===== src/rtl/axi_rd_port_arbiter.sv =====
// Round-robin arbiter sharing one AXI read channel among NumPorts refill requesters.
// One burst in flight at a time; return beats are steered to the owner and length-checked.
module axi_rd_port_arbiter #(
    parameter int NumPorts  = 2,
    parameter int AddrWidth = 64,
    parameter int BlenWidth = 2,
    parameter int IdWidth   = 4,
    parameter int DataWidth = 64
) (
    input  logic                           clk_i,
    input  logic                           rst_ni,
    input  logic                           clr_i,
    input  logic [NumPorts-1:0]            req_i,
    output logic [NumPorts-1:0]            gnt_o,
    input  logic [NumPorts*AddrWidth-1:0]  addr_i,
    input  logic [NumPorts*BlenWidth-1:0]  blen_i,
    input  logic [NumPorts*2-1:0]          size_i,
    input  logic [NumPorts*IdWidth-1:0]    id_i,
    input  logic [NumPorts-1:0]            rdy_i,
    output logic [NumPorts-1:0]            valid_o,
    output logic                           last_o,
    output logic [DataWidth-1:0]           data_o,
    output logic                           exokay_o,
    output logic                           rd_req_o,
    input  logic                           rd_gnt_i,
    output logic [AddrWidth-1:0]           rd_addr_o,
    output logic [BlenWidth-1:0]           rd_blen_o,
    output logic [1:0]                     rd_size_o,
    output logic [IdWidth-1:0]             rd_id_o,
    output logic                           rd_rdy_o,
    input  logic                           rd_valid_i,
    input  logic                           rd_last_i,
    input  logic [DataWidth-1:0]           rd_data_i,
    input  logic                           rd_exokay_i,
    output logic                           busy_o,
    output logic                           proto_err_o
);

    localparam int PtrW = (NumPorts > 1) ? $clog2(NumPorts) : 1;

    typedef enum logic [1:0] {
        IDLE = 2'd0,
        ADDR = 2'd1,
        DATA = 2'd2
    } state_t;

    state_t                r_state, w_state_nxt;
    logic [PtrW-1:0]       r_rr_ptr, w_rr_ptr_nxt;
    logic [PtrW-1:0]       r_sel_q, w_sel_q_nxt;
    logic [PtrW-1:0]       w_rr_sel, w_sel;
    logic [BlenWidth-1:0]  r_blen_q, w_blen_sel;
    logic [BlenWidth:0]    r_beat_cnt, w_beat_cnt_nxt;
    logic                  r_proto_err, w_proto_err_nxt;
    logic                  w_any_req, w_beat, w_capture_blen;

    // First requesting port at or above ptr, wrapping around.
    function automatic logic [PtrW-1:0] rr_pick(input logic [NumPorts-1:0] req,
                                                input logic [PtrW-1:0] ptr);
        logic [PtrW-1:0] pick;
        int idx;
        pick = ptr;
        for (int k = NumPorts - 1; k >= 0; k--) begin
            idx = int'(ptr) + k;
            if (idx >= NumPorts) idx = idx - NumPorts;
            if (req[idx]) pick = PtrW'(idx);
        end
        return pick;
    endfunction

    assign w_any_req  = |req_i;
    assign w_rr_sel   = rr_pick(req_i, r_rr_ptr);
    assign w_sel      = (r_state == IDLE) ? w_rr_sel : r_sel_q;
    assign w_blen_sel = blen_i[int'(w_sel)*BlenWidth +: BlenWidth];

    // Channel fields are zeroed whenever no request is being presented.
    assign rd_addr_o = rd_req_o ? addr_i[int'(w_sel)*AddrWidth +: AddrWidth] : '0;
    assign rd_blen_o = rd_req_o ? w_blen_sel : '0;
    assign rd_size_o = rd_req_o ? size_i[int'(w_sel)*2 +: 2] : '0;
    assign rd_id_o   = rd_req_o ? id_i[int'(w_sel)*IdWidth +: IdWidth] : '0;

    assign data_o      = rd_data_i;
    assign busy_o      = (r_state != IDLE);
    assign proto_err_o = r_proto_err;

    always_comb begin
        w_state_nxt     = r_state;
        w_sel_q_nxt     = r_sel_q;
        w_rr_ptr_nxt    = r_rr_ptr;
        w_beat_cnt_nxt  = r_beat_cnt;
        w_proto_err_nxt = r_proto_err;
        w_capture_blen  = 1'b0;
        w_beat          = 1'b0;
        gnt_o           = '0;
        valid_o         = '0;
        rd_req_o        = 1'b0;
        rd_rdy_o        = 1'b0;
        last_o          = 1'b0;
        exokay_o        = 1'b0;
        case (r_state)
            IDLE: begin
                rd_req_o = w_any_req;
                if (w_any_req) begin
                    w_sel_q_nxt = w_sel;
                    if (rd_gnt_i) begin
                        gnt_o[w_sel]   = 1'b1;
                        w_capture_blen = 1'b1;
                        w_beat_cnt_nxt = '0;
                        w_state_nxt    = DATA;
                    end else begin
                        w_state_nxt = ADDR;
                    end
                end
            end
            ADDR: begin
                // Request stays up even if the requester withdraws: AXI forbids retracting it.
                rd_req_o = 1'b1;
                if (rd_gnt_i) begin
                    gnt_o[r_sel_q] = 1'b1;
                    w_capture_blen = 1'b1;
                    w_beat_cnt_nxt = '0;
                    w_state_nxt    = DATA;
                end
            end
            DATA: begin
                rd_rdy_o         = rdy_i[r_sel_q];
                valid_o[r_sel_q] = rd_valid_i;
                last_o           = rd_last_i;
                exokay_o         = rd_exokay_i;
                w_beat           = rd_valid_i & rd_rdy_o;
                if (w_beat) begin
                    w_beat_cnt_nxt = r_beat_cnt + 1'b1;
                    if (rd_last_i ? (r_beat_cnt != {1'b0, r_blen_q})
                                  : (r_beat_cnt == {1'b0, r_blen_q})) begin
                        w_proto_err_nxt = 1'b1;
                    end
                    if (rd_last_i) begin
                        w_state_nxt  = IDLE;
                        w_rr_ptr_nxt = (r_sel_q == PtrW'(NumPorts - 1)) ? '0 : r_sel_q + 1'b1;
                    end
                end
            end
            default: w_state_nxt = IDLE;
        endcase
    end

    always_ff @(posedge clk_i) begin
        if (!rst_ni || clr_i) begin
            r_state     <= IDLE;
            r_rr_ptr    <= '0;
            r_sel_q     <= '0;
            r_beat_cnt  <= '0;
            r_proto_err <= 1'b0;
        end else begin
            r_state     <= w_state_nxt;
            r_rr_ptr    <= w_rr_ptr_nxt;
            r_sel_q     <= w_sel_q_nxt;
            r_beat_cnt  <= w_beat_cnt_nxt;
            r_proto_err <= w_proto_err_nxt;
        end
    end

    // Burst length is pure data; it is always reloaded at grant before use.
    always_ff @(posedge clk_i) begin
        if (w_capture_blen) r_blen_q <= w_blen_sel;
    end

endmodule


===== config.mk =====
export PLATFORM = sky130hd
export DESIGN_NAME = axi_rd_port_arbiter
export DESIGN_NICKNAME = d
export VERILOG_FILES = /design/src/rtl/axi_rd_port_arbiter.sv
export SDC_FILE = /design/constraint.sdc
export NUM_CORES = 1
export LEC_CHECK = 0
export ABC_AREA = 1
export CELL_PAD_IN_SITES_DETAIL_PLACEMENT = 1
export CELL_PAD_IN_SITES_GLOBAL_PLACEMENT = 1
export CORE_AREA = 2 2 142 144
export CTS_CLUSTER_DIAMETER = 40
export DETAILED_ROUTE_END_ITERATION = 8
export DIE_AREA = 0 0 144 146
export HOLD_SLACK_MARGIN = 0.02
export PLACE_DENSITY = 0.78
export SLEW_MARGIN = 10
export SYNTH_ARGS = -nofsm -noshare
export SYNTH_HDL_FRONTEND = slang
export SYNTH_SLANG_ARGS = --single-unit
export TNS_END_PERCENT = 1

===== constraint.sdc =====
create_clock -name clk_i -period 3.5 [get_ports clk_i]
set_input_delay 1.05 -clock clk_i [delete_from_list [all_inputs] [get_ports clk_i]]
set_output_delay 1.05 -clock clk_i [all_outputs]
set_load 0.005 [all_outputs]

==> flow_summary.json, run 1 <==
{
  "fin_worst_skew_ns": 0.00237,
  "p_total_mw": 1.07,
  "rsz0062_at_grt": "true",
  "number_of_antenna_violations_at_the_first_check_in_global_routing": 0,
  "fill_count": 2415,
  "path_max_fanout": 16,
  "vdd_ir_max_mv": 0.110,
  "i_o_pin_count": 365,
  "worstReg2RegStart": "r_state[1]$_SDFFE_PP0P_",
  "max_cap_viol_count": 0,
  "routabilityCongestion": 0.799,
  "synth_area_leader_cell": "nor2_1",
  "worstRegToRegCells": 8,
  "postSynthCellCount": 413,
  "routed-via-count": 3310,
  "cts_buf_count": 3,
  "critPathRequiredTime_ns": 2.45,
  "grt_pass1_vias": 3423,
  "die_area_mm2": 0.0210,
  "drt_pre_antenna_iters": 4,
  "initial_cell_density_of_the_core_pct": 11.4,
  "postSynthRegisterBits": 10,
  "layout.cells.non_filler": 879,
  "numClockSinks": 10,
  "global_route.usage.total_pct": 12.8,
  "antenna_cells_inserted": 0,
  "worst_setup_path_start_kind": "input pin",
  "port_buffers": 236,
  "chipHeight_um": 146,
  "status": "finished, final reports clean",
  "layout-drive-gt1-share_pct": 23.1,
  "grt_pass1_wl_mm": 20.5,
  "crit_path_end_kind": "primary output",
  "slew_headroom_pct": 76.9,
  "crit_path_cell_trace": "buf_2, inv_2, a21oi_4, nor2_2, nand2_2, nand2_4, buf_8, buf_12, o21ai_0, nor2_1, dlygate4sd2_1",
  "net_count_after_synthesis": 633,
  "slew_viol_final": 0,
  "cpMaxStageDelayCell": "dlygate4sd2_1",
  "hold_buffers": 0,
  "critical_path.endpoint": "rd_addr_o[47]",
  "synthesis.area_mm2": 0.00221,
  "routed_wl_mm": 13.8,
  "timing.critical_path.arrival_ns": 2.34,
  "final_antenna_net_count": 0,
  "routed_wire_length_per_instance_um": 15.7,
  "floorplan.die.width_um": 144,
  "max_fclk_ghz": 0.295,
  "final.min_clock_period_ns": 3.39,
  "dp_hpwl_mm": 10.8,
  "critical_path.startpoint": "req_i[0]",
  "worst_hold_path_type": "reg -> reg",
  "static-leakage-power_nw": 2.16,
  "design.final.nets": 835,
  "cts_tree": "built",
  "fraction_of_the_yosys_area_taken_by_sequential_cells_pct": 9.98,
  "route.detailed.vias_per_inst": 3.77,
  "worst_pin_slew_ns": 0.346,
  "pwr_density_cell_mw_per_mm2": 219,
  "finalHoldViolations": 0,
  "r2r_setup_slk_ns": 1.83,
  "period_share_pct": 96.9,
  "fp_rows": 51,
  "cp_slowest_stage_delay_ns": 0.31,
  "setup.worst_path.class": "in -> out",
  "grt_start_max_net_pins": 42,
  "h_tree_levels": 1,
  "grt_overflow_total": 0,
  "r2r-end": "r_blen_q[0]$_DFFE_PP_",
  "post_synth_main_area_contributors": "nor2_1 27%, buf_4 24%, o21ai_0 14%",
  "clk-insertion-delay-late_ns": 0.24,
  "final-setup-viol-count": 0,
  "cts_root_buffer": "clkbuf_16",
  "core_region_area_mm2": 0.0193,
  "worst_setup_hold_path_clk_slew_ns": 0.04,
  "layout-area-overhead-vs-synth_pct": 122,
  "drc": 0,
  "cts_buffer_depth": 2,
  "syn_area_per_cell_um2": 5.34,
  "synth_cell_types": 23,
  "hp-start": "proto_err_o$_SDFFE_PP0P_",
  "drtIter0Drc": 73,
  "number_of_warnings_issued_by_yosys": 0,
  "yosysTopAreaCellShare_pct": 26.5,
  "placedCellCount": 851,
  "holdWs_ns": 0.459
}
cell families after synthesis:
group | share of synthesized area [%]
buffers and inverters | 33.9
adders and majority gates | 0.567
AOI/OAI and AO/OA | 19.7
DFF | 9.98
and+or+nand+nor | 35.9
critical path, delay by kind of cell:
family | cells | cell delay (ns)
and+or+nand+nor | 4 | 0.43
buffers and inverters | 5 | 0.75
AOI/OAI and AO/OA | 2 | 0.11
registers in the layout (all words and copies together) (netlist names):
register     count
proto_err_o      1
r_sel_q          1
r_blen_q         2
r_state          2
r_beat_cnt       3
r_rr_ptr         1
where the power goes:
group | total (mW) | internal [mW] | switching [mW] | leakage, nW
clock | 0.230 | 0.172 | 0.0574 | 0.0442
combinational | 0.715 | 0.414 | 0.301 | 2.03
sequential | 0.128 | 0.123 | 0.00516 | 0.0837
total | 1.07 | 0.709 | 0.364 | 2.16
layout make-up:
type | instances | area [um2] | area share [%]
timing repair buffer | 283 | 2770 | 56.4
multi-input combinational | 289 | 1380 | 28.2
tap | 265 | 332 | 6.76
sequential | 10 | 220 | 4.49
inverter | 28 | 113 | 2.30
clock buffer | 4 | 88.8 | 1.81
per-stage QoR:
step | TNS, ns | setup WS [ns] | cell area, um2 | util, %
floorplan | 0 | 0.590 | 2210 | -
global placement | -42.26 | -0.657 | 4520 | 23.4
detailed placement | -45.59 | -0.714 | 4520 | 23.4
CTS | 0 | 0.0483 | 4890 | 25.3
global route | -0.108 | -0.0376 | 4900 | 25.4
finish | 0 | 0.108 | 4900 | 25.4
how the worst min path moves through the flow:
stage	to	slack, ns	depth (start not counted)
6_report	proto_err_o$_SDFFE_PP0P_	0.46	2
5_1_grt	proto_err_o$_SDFFE_PP0P_	0.51	2
4_1_cts	proto_err_o$_SDFFE_PP0P_	0.46	2
3_5_place_dp	proto_err_o$_SDFFE_PP0P_	0.45	2
3_3_place_gp	proto_err_o$_SDFFE_PP0P_	0.44	2
2_1_floorplan	proto_err_o$_SDFFE_PP0P_	0.45	2
metal layers:
| metal | GRT usage (%) | wire [um] | vias up |
|---|---|---|---|
| met2 | 23.1 | 6900 | 197 |
| li1 | - | - | 1637 |
| met5 | 0 | 0 | - |
| met1 | 14.3 | 5310 | 1450 |
| met3 | 4.01 | 1320 | 26 |
| met4 | 3.28 | 272 | 0 |
layout by cell type, fill, tap and decap left out, drive strengths merged:
cell type,n
nand4,1
nor2,159
buf,89
dfxtp,8
a21oi,9
o22ai,2
bufbuf,1
clkdlybuf4s15,12
or2,1
nand2,32
nor3,1
edfxtp,2
inv,28
clkdlybuf4s50,160
nand3,9
o21ai,73
a211oi,1
ha,1
dlygate4sd2,21
clkbuf,4
synthesized netlist by cell type, drive strengths merged:
master and instances:
o22ai 2, o21ai 73, nand3 9, a21oi 9, ha 1, nand2 32
clkbuf 7, nor3 1, inv 28, or2 1, buf 79, nor2 159
edfxtp 2, dfxtp 8, nand4 1, a211oi 1
timing repair:
action,CTS,global route
setup endpoints to repair,75,64
gates resized for setup,310,6
gates cloned,5,0
hold endpoints to repair,0,0
setup buffers,19,0
pin swaps,15,4
Note: power is estimated with default switching activity, not from simulation.
==> run 2, diff against run 1 <==
Settings changed: CORE_AREA 2 2 142 144 to not set, CORE_MARGIN set to 10, CORE_UTILIZATION set to 13, DIE_AREA 0 0 144 146 to not set, PLACE_DENSITY 0.78 to 0.88.
==> run 2 against run 1 <==
  * Flip-flop and latch count did not move
  * Design area is 8.9% lower
  * Non-clock buffer count down 18
  * Setup slack worse by 0.17 ns
  * Clock skew is 0.00062 ns lower
  * First-iteration DRC count increased by 14%
  * The run now ends with negative setup slack left
  * Cell count is 7.2% lower
  * Power down 7.6%
  * Count of clock-buffer cells in the layout unchanged
  * Fmax fell by 4.8%
  * Largest power group unchanged
==> flow_summary.json, run 2 (synthesis results as in run 1) <==
{
  "status": "finished with violations",
  "violated_checks": "negative setup slack",
  "dp_hpwl_mm": 12.3,
  "i_o_pin_count": 365,
  "rsz0062_at_grt": "true",
  "layout-area-overhead-vs-synth_pct": 102,
  "initial_cell_density_of_the_core_pct": 13.3,
  "slew_headroom_pct": 78.5,
  "worst_pin_slew_ns": 0.322,
  "drt_pre_antenna_iters": 4,
  "path_max_fanout": 10,
  "critPathTopFamily": "buffers and inverters",
  "drc": 0,
  "die_area_mm2": 0.0226,
  "worst_setup_path_start_kind": "input pin",
  "vdd_ir_max_mv": 0.132,
  "layout.cells.most_common": "clkdlybuf4s50_1",
  "max_cap_viol_count": 0,
  "final-setup-viol-count": 4,
  "routed_wl_mm": 14.8,
  "cts_buffer_depth": 2,
  "core_region_area_mm2": 0.0166,
  "routed-via-count": 3280,
  "p_switching_uw": 338,
  "critPathBufInv": 5,
  "floorplan.die.width_um": 150,
  "largest_reg_flops": 3,
  "fin_worst_skew_ns": 0.00175,
  "top_register": "r_beat_cnt",
  "final_antenna_net_count": 0,
  "place_area_mm2": 0.00439,
  "crit_path_cell_trace": "clkbuf_2, a21oi_2, nor2_2, nand2_2, nand2_4, buf_8, buf_4, clkbuf_16, o21ai_1, nor2_1, dlygate4sd2_1",
  "layout-drive-gt1-share_pct": 18.6,
  "cpMaxStageDelayCell": "dlygate4sd2_1",
  "grt_pass1_wl_mm": 20.9,
  "finalHoldViolations": 0,
  "critPathRequiredTime_ns": 2.45,
  "holdWs_ns": 0.447,
  "grt_start_max_net_pins": 46,
  "timing.critical_path.arrival_ns": 2.51,
  "port_buffers": 236,
  "layout.cell_area.non_filler_mm2": 0.00447,
  "static-leakage-power_nw": 2.14,
  "number_of_antenna_violations_at_the_first_check_in_global_routing": 0,
  "reg.largest.list": "r_beat_cnt (3), r_blen_q (2), r_state (2)",
  "cts_tree": "built",
  "clk-insertion-delay-late_ns": 0.24,
  "pwr_density_cell_mw_per_mm2": 222,
  "fp_rows": 47,
  "final_core_util_pct": 26.8,
  "layout_common_cells": "160 x clkdlybuf4s50_1, 153 x nor2_1, 47 x buf_2",
  "drtIter0Drc": 83,
  "grt_pass1_vias": 3531,
  "power.clock.fraction_pct": 23.4,
  "cts_buf_count": 3,
  "power.switching_fraction_pct": 34.1,
  "max_fclk_ghz": 0.281,
  "worst_setup_hold_path_clk_slew_ns": 0.04,
  "route.detailed.vias_per_inst": 4.02,
  "worst_hold_path_type": "reg -> reg",
  "seq_power_share_pct": 12.9,
  "slew_viol_final": 0,
  "global_route.usage.total_pct": 11.7,
  "cp_slowest_stage_delay_ns": 0.27,
  "routabilityCongestion": 0.779,
  "antenna_cells_inserted": 0,
  "setup.worst_path.class": "in -> out",
  "design.final.nets": 817,
  "grt_overflow_total": 0,
  "numClockSinks": 10,
  "comb_power_share_pct": 63.6,
  "chipHeight_um": 150,
  "setup_ws_ns": -0.0624,
  "h_tree_levels": 1,
  "internal_power_component_uw": 654,
  "period_share_pct": 102,
  "cts_root_buffer": "clkbuf_16",
  "crit_path_end_kind": "primary output",
  "routed_wire_length_per_instance_um": 18.1,
  "final.min_clock_period_ns": 3.56
}
run 2: tightest hold or removal path, cell delays in order (launching register included):
cell	delay (ns)
dfxtp_1	0.30
inv_1	0.05
a21oi_1	0.05
run 2: routing by layer:
metal,vias up,part of all wire (%),global-route usage (%)
li1,1599,-,-
met1,1468,34,11.1
met2,190,50,21.4
met3,23,14,7.08
met4,0,1.6,2.14
met5,-,0,0
run 2: cell type report:
type	count	area, um2
inverters	28	113
clock buffers	4	88.8
flip-flops and latches	10	220
well taps	220	275
repair buffers	265	2470
multi-input cells	289	1300
fillers	2096	12200
run 2: through the flow:
stage	setup slack, ns	TNS [ns]	std cells	total power [mW]
CTS	-0.384	-6.06	806	0.983
floorplan	0.590	0	413	0.396
global placement	-0.727	-46.51	800	0.795
finish	-0.0624	-0.139	816	0.991
global route	-0.166	-0.913	816	1.06
detailed placement	-0.781	-48.70	800	0.807
run 2: final timing paths:
| kind | start | endpoint | cells after the start | slack (ns) |
|---|---|---|---|---|
| setup / recovery | req_i[1] | rd_addr_o[50] | 11 | -0.06 |
| hold / removal | proto_err_o$_SDFFE_PP0P_ | proto_err_o$_SDFFE_PP0P_ | 2 | 0.45 |
| setup reg to reg | r_state[1]$_SDFFE_PP0P_ | r_blen_q[0]$_DFFE_PP_ | 10 | 1.66 |
| hold reg to reg | proto_err_o$_SDFFE_PP0P_ | proto_err_o$_SDFFE_PP0P_ | 2 | 0.45 |
run 2: what timing repair did:
action	CTS	global route
pin swaps	9	3
setup endpoints to repair	75	75
hold buffers	0	0
buffers inserted	1	8
resized for setup	223	54
cloned	1	2
run 2: power groups by stage:
stage               sequential [mW]  combinational [mW]  clock (mW)
floorplan                     0.128               0.268           0
global placement              0.130               0.665           0
detailed placement            0.130               0.677           0
CTS                           0.128               0.619       0.236
global route                  0.129               0.694       0.241
finish                        0.128               0.631       0.232
==> run 3, diff against run 2 <==
Settings changed: CORE_AREA set to 2 2 142 144, CORE_MARGIN 10 to not set, CORE_UTILIZATION 13 to not set, DIE_AREA set to 0 0 144 146, PLACE_DENSITY 0.88 to 0.78.
==> results of run 3 <==
The final DEF is identical to that of run 1; final timing and power are the same.
